[config.mk]
export PLATFORM = sky130hd
export DESIGN_NAME = spi_pwm_engine
export DESIGN_NICKNAME = d
export VERILOG_FILES = /design/src/rtl/spi_pwm_engine.sv
export SDC_FILE = /design/constraint.sdc
export NUM_CORES = 1
export LEC_CHECK = 0
export ABC_AREA = 0
export BUFFER_PORTS_ARGS = -buffer_cell sky130_fd_sc_hd__buf_4
export CAP_MARGIN = 25
export CORE_MARGIN = 2
export CORE_UTILIZATION = 25
export DETAILED_ROUTE_END_ITERATION = 12
export GPL_ROUTABILITY_DRIVEN = 0
export PLACE_DENSITY_LB_ADDON = 0.12
export SETUP_SLACK_MARGIN = 0.05
export SKIP_LAST_GASP = 1
export SLEW_MARGIN = 20
export SYNTH_ARGS = -nofsm -noshare
export SYNTH_HDL_FRONTEND = slang
export SYNTH_SLANG_ARGS = --single-unit
[constraint.sdc]
create_clock -name clk -period 9.8 [get_ports clk]
set_clock_uncertainty 0.1 [all_clocks]
set_input_delay 0.49 -clock clk [delete_from_list [all_inputs] [get_ports clk]]
set_output_delay 0.49 -clock clk [all_outputs]
set_load 0.1 [all_outputs]
[src/rtl/spi_pwm_engine.sv]
// spi_pwm_engine
//   Consumes the SPI register block's parallel outputs. Every completed SPI
//   transaction (rising ncs) captures control/period/compare. A 32-bit
//   PWM / one-shot pulse generator runs from the active copy. Changes made
//   while running are applied at the next period boundary.
//
// Ports
//   clk     system clock, rising edge
//   rst     asynchronous active-high reset
//   ncs     raw SPI chip select, asynchronous to clk
//   q_c     control byte: [4] enable, [5] one_shot, [6] invert, [7] restart
//   q_0     period word (period+1 cycles per period)
//   q_1     compare word (pwm high while cnt < compare)
//   pwm     generated waveform (registered)
//   busy    high while running
//   wrap    high in the last cycle of each period
//   cnt     current counter value
//   status  {busy, pending, oneshot_done, pwm, 4'h5}
module spi_pwm_engine #(
   parameter int unsigned SYNC_STAGES = 2,
   parameter logic        IDLE_LEVEL  = 1'b0
) (
   input  logic        clk,
   input  logic        rst,
   input  logic        ncs,
   input  logic [7:0]  q_c,
   input  logic [31:0] q_0,
   input  logic [31:0] q_1,
   output logic        pwm,
   output logic        busy,
   output logic        wrap,
   output logic [31:0] cnt,
   output logic [7:0]  status
);

   typedef enum logic [1:0] {
      S_IDLE = 2'd0,
      S_RUN  = 2'd1,
      S_DONE = 2'd2
   } state_t;

   state_t state, state_n;

   // Stored control bits: [1] invert, [0] one_shot.
   logic [1:0]  act_ctrl, act_ctrl_n, pend_ctrl, pend_ctrl_n;
   logic [31:0] act_period, act_period_n, pend_period, pend_period_n;
   logic [31:0] act_compare, act_compare_n, pend_compare, pend_compare_n;
   logic [31:0] cnt_n;
   logic        pending, pending_n;
   logic        oneshot_done, oneshot_done_n;
   logic        pwm_n;
   logic        period_end;

   // Low control bits are meant for other consumers of the control byte.
   logic        ctrl_unused;
   assign ctrl_unused = ^q_c[3:0];

   // Chip-select synchroniser; idles high so reset never looks like a rise.
   logic [SYNC_STAGES-1:0] ncs_sync;
   logic                   ncs_prev;
   logic                   commit;

   always_ff @(posedge clk or posedge rst) begin
      if (rst) begin
         ncs_sync <= '1;
         ncs_prev <= 1'b1;
      end else begin
         ncs_sync <= {ncs_sync[SYNC_STAGES-2:0], ncs};
         ncs_prev <= ncs_sync[SYNC_STAGES-1];
      end
   end

   assign commit     = ncs_sync[SYNC_STAGES-1] & ~ncs_prev;
   assign period_end = (state == S_RUN) && (cnt == act_period);

   // Counter/boundary behaviour is resolved first; a commit then overrides it,
   // which gives the newest transaction priority over a pending update.
   always_comb begin
      state_n        = state;
      cnt_n          = cnt;
      act_ctrl_n     = act_ctrl;
      act_period_n   = act_period;
      act_compare_n  = act_compare;
      pend_ctrl_n    = pend_ctrl;
      pend_period_n  = pend_period;
      pend_compare_n = pend_compare;
      pending_n      = pending;
      oneshot_done_n = oneshot_done;
      pwm_n          = (state == S_RUN) ? ((cnt < act_compare) ^ act_ctrl[1])
                                        : (IDLE_LEVEL ^ act_ctrl[1]);

      case (state)
         S_RUN: begin
            if (period_end) begin
               cnt_n = '0;
               if (act_ctrl[0]) begin
                  state_n        = S_DONE;
                  oneshot_done_n = 1'b1;
               end else if (pending) begin
                  act_ctrl_n    = pend_ctrl;
                  act_period_n  = pend_period;
                  act_compare_n = pend_compare;
                  pending_n     = 1'b0;
               end
            end else begin
               cnt_n = cnt + 32'd1;
            end
         end
         S_IDLE, S_DONE: cnt_n = '0;
         default: begin
            state_n = S_IDLE;
            cnt_n   = '0;
         end
      endcase

      if (commit) begin
         pend_ctrl_n    = q_c[6:5];
         pend_period_n  = q_0;
         pend_compare_n = q_1;
         pending_n      = 1'b1;
         if (!q_c[4]) begin
            state_n       = S_IDLE;
            cnt_n         = '0;
            act_ctrl_n    = q_c[6:5];
            act_period_n  = q_0;
            act_compare_n = q_1;
            pending_n     = 1'b0;
         end else if (q_c[7] || (state != S_RUN)) begin
            state_n        = S_RUN;
            cnt_n          = '0;
            act_ctrl_n     = q_c[6:5];
            act_period_n   = q_0;
            act_compare_n  = q_1;
            pending_n      = 1'b0;
            oneshot_done_n = 1'b0;
         end else if (period_end && !act_ctrl[0]) begin
            act_ctrl_n    = q_c[6:5];
            act_period_n  = q_0;
            act_compare_n = q_1;
            pending_n     = 1'b0;
         end
      end
   end

   always_ff @(posedge clk or posedge rst) begin
      if (rst) begin
         state        <= S_IDLE;
         cnt          <= '0;
         act_ctrl     <= '0;
         act_period   <= '0;
         act_compare  <= '0;
         pend_ctrl    <= '0;
         pend_period  <= '0;
         pend_compare <= '0;
         pending      <= 1'b0;
         oneshot_done <= 1'b0;
         pwm          <= IDLE_LEVEL;
      end else begin
         state        <= state_n;
         cnt          <= cnt_n;
         act_ctrl     <= act_ctrl_n;
         act_period   <= act_period_n;
         act_compare  <= act_compare_n;
         pend_ctrl    <= pend_ctrl_n;
         pend_period  <= pend_period_n;
         pend_compare <= pend_compare_n;
         pending      <= pending_n;
         oneshot_done <= oneshot_done_n;
         pwm          <= pwm_n;
      end
   end

   assign busy   = (state == S_RUN);
   assign wrap   = period_end;
   assign status = {busy, pending, oneshot_done, pwm, 4'h5};

endmodule

==> impl_metrics.toml <==
[run_status]
status = "completed"

[setup_path]
crit_arrival_ps = 3910
cp_slowest_cell = "buf_4"
crit_required_ps = 10010
critPathKind = "reg2reg"
crit_path_start_kind = "flip-flop"
worstPathCellList = "xor2_1 -> nor4_1 -> nand4_1 -> nor2_2 -> nand2_1 -> o31ai_4 -> buf_4 -> mux2_2"
crit_path_end_kind = "flip-flop"
cp_slowest_stage_delay_ps = 810
cp_max_fo = 65

[global_route]
antenna_found_initial = 1
grt-ovfl-total = 0
grt_start_max_net_pins = 69
grt_pass1_wl_um = 38400
grt_pass1_vias = 6362
track_usage_pct = 13.8

[sta]
fin_tns_setup_ps = 0
min_period_ps = 3700
post-route-period-util_pct = 37.8
rsz0062_at_grt = "false"
fmax_ghz = 0.270
whs_ps = 66.0
slew_headroom_pct = 32.5
finalHoldViolations = 0
setup_viol = 0
tightest_slew_ps = 1010
timing.final.ws_setup_ps = 6100
report.final.slew_viol_count = 0

[synth]
syn_area_per_cell_um2 = 10.6
synth_ff_type = "dfrtp_1"
netlist_area_mm2 = 0.00893
seq_area_frac_synth_pct = 48.3
synth_warnings = 0
synthArstFlopShare_pct = 100
synth-edff-count = 0
ys_types = 44
synth.ff_latch_count = 172
synth_cells = 841

[clock_network]
cts.htree.levels = 4
cts_tree = "done"
post-cts-setup-buffers = 0
clock_latency_ps = 430
clock_path_buffers = 2
ctsResizeCount = 0
clk_pin_slew_ps = 70
cts-buffers-inserted = 17
ctsHoldBuffers = 1
clock_sink_count = 172
cts-root-buf = "clkbuf_16"

[floorplan]
core_mm2 = 0.0354
die_h_um = 193
ioPinCount = 118
design.die.area_mm2 = 0.0372
initial_utilization_pct = 25.2
die_w_um = 193
num_rows = 69

[power]
ir_worst_vdd_uv = 122
cellLeakagePower_nw = 5.36
powerDensity_mw_per_mm2 = 176

[drt]
routed_wl_um = 24600
post_drt_wl_per_cell_um = 17.4
vias = 6005
firstDrtPassIters = 6
drc_errors = 0
drtIter0Drc = 242
viasPerCell = 4.26
ant_nets = 0

[layout]
diodes = 0
area_delta_synth_final_pct = 20.5
nets = 1044
drive_above_1_share_pct = 30.3

[place]
port_buffers = 109
hpwl_um = 16700
place_ws_ps = 6100

[run]
maxCapViolCount = 0

[min_path]
hp-class = "in2reg"
## final cells by class
type | instances | area (um^2)
fillers | 3713 | 24600
flip-flops and latches | 172 | 4310
multi-input cells | 588 | 4240
repair buffers | 118 | 908
well taps | 461 | 577
clock buffers | 21 | 460
inverters | 40 | 155
clock inverters | 11 | 110
## cell usage in the layout (no fill, tap or decap), drive strengths merged, types with 2 or more instances in the layout
cell,synthesis,final
and3,6,6
dfstp,3,3
clkbuf,16,21
nand2,217,217
nand3,10,10
nand4,12,12
a31oi,2,2
xor2,49,49
nor3,6,6
a21oi,11,11
nor2b,4,4
mux2,130,130
and4,3,3
buf,27,117
nor2,41,41
a21o,4,4
or2,3,3
xnor2,11,11
dfrtp,169,169
nand2b,4,4
a211oi,2,2
ha,32,32
o21ai,11,11
clkinv,0,5
a2111oi,2,2
or3,5,5
inv,40,42
clkinvlp,0,3
conb,2,4
nor4,8,8
a211o,2,2
## report_power, final
part           switching, mW  internal [mW]
Combinational          0.191          0.174
Clock                  0.303          0.367
Sequential            0.0623          0.799
## cells by family after synthesis
kind of cell	count (synthesis)	share of synthesized area (%)
DFF	172	48.3
other	2	0.0841
xor gates and xnor gates	60	5.89
AOI/OAI and AO/OA	42	3.07
adders and majority gates	32	4.48
muxes	130	18.5
and+or+nand+nor	320	15.1
buffers and inverters	83	4.64
## layer usage
metal	global-route usage, %	part of all wire (%)
met1	19.5	49
met5	0	0.045
met3	2.61	4.1
met2	21.9	46
met4	3.44	1.0
## Yosys cell counts (12+ instances only)
cell / n / area [um^2]
buf_4: 15 / 113
mux2_4: 50 / 751
nand2_1: 217 / 815
nor2_1: 40 / 150
inv_1: 40 / 150
mux2_2: 80 / 901
ha_1: 32 / 400
clkbuf_1: 16 / 60.1
xor2_1: 49 / 429
nand4_1: 12 / 75.1
dfrtp_1: 169 / 4230
## flip-flops by register name, summed over array words and instances, names as in the netlist, 2 cells and up
| signal | flops |
|---|---|
| pend_period | 32 |
| act_compare | 32 |
| act_period | 32 |
| cnt | 32 |
| pend_compare | 32 |
| state | 2 |
| pend_ctrl | 2 |
| ncs_sync | 2 |
| act_ctrl | 2 |
## final timing paths
path | slack, ps | end | from | cells after the start
min in group asynchronous | 540 | oneshot_done | rst | 3
worst min-delay path | 70 | ncs_sync[0] | ncs | 1
max in group asynchronous | 7850 | act_compare[19] | rst | 4
worst min register to register | 260 | ncs_sync[1] | ncs_sync[0] | 0
worst max register to register | 6100 | act_compare[17] | cnt[27] | 8
worst max-delay path | 6100 | act_compare[17] | cnt[27] | 8
## stage by stage
| step | area [um^2] | instances | power (mW) | util, % |
|---|---|---|---|---|
| after floorplan | 8930 | 843 | 1.14 | - |
| after global placement | 10100 | 1377 | 1.24 | 28.7 |
| after detailed placement | 10100 | 1377 | 1.25 | 28.7 |
| after CTS | 10700 | 1410 | 1.93 | 30.3 |
| after global routing | 10800 | 1411 | 2.01 | 30.4 |
| final | 10800 | 1411 | 1.90 | 30.4 |
## worst max-delay path, delay by kind of cell, from the launching register on
family,cells,cell delay (ps)
AOI/OAI and AO/OA,1,190
xor gates and xnor gates,1,210
buffers and inverters,1,810
DFF,1,520
muxes,1,420
and+or+nand+nor,4,1290
(Power assumes the default switching activity.)
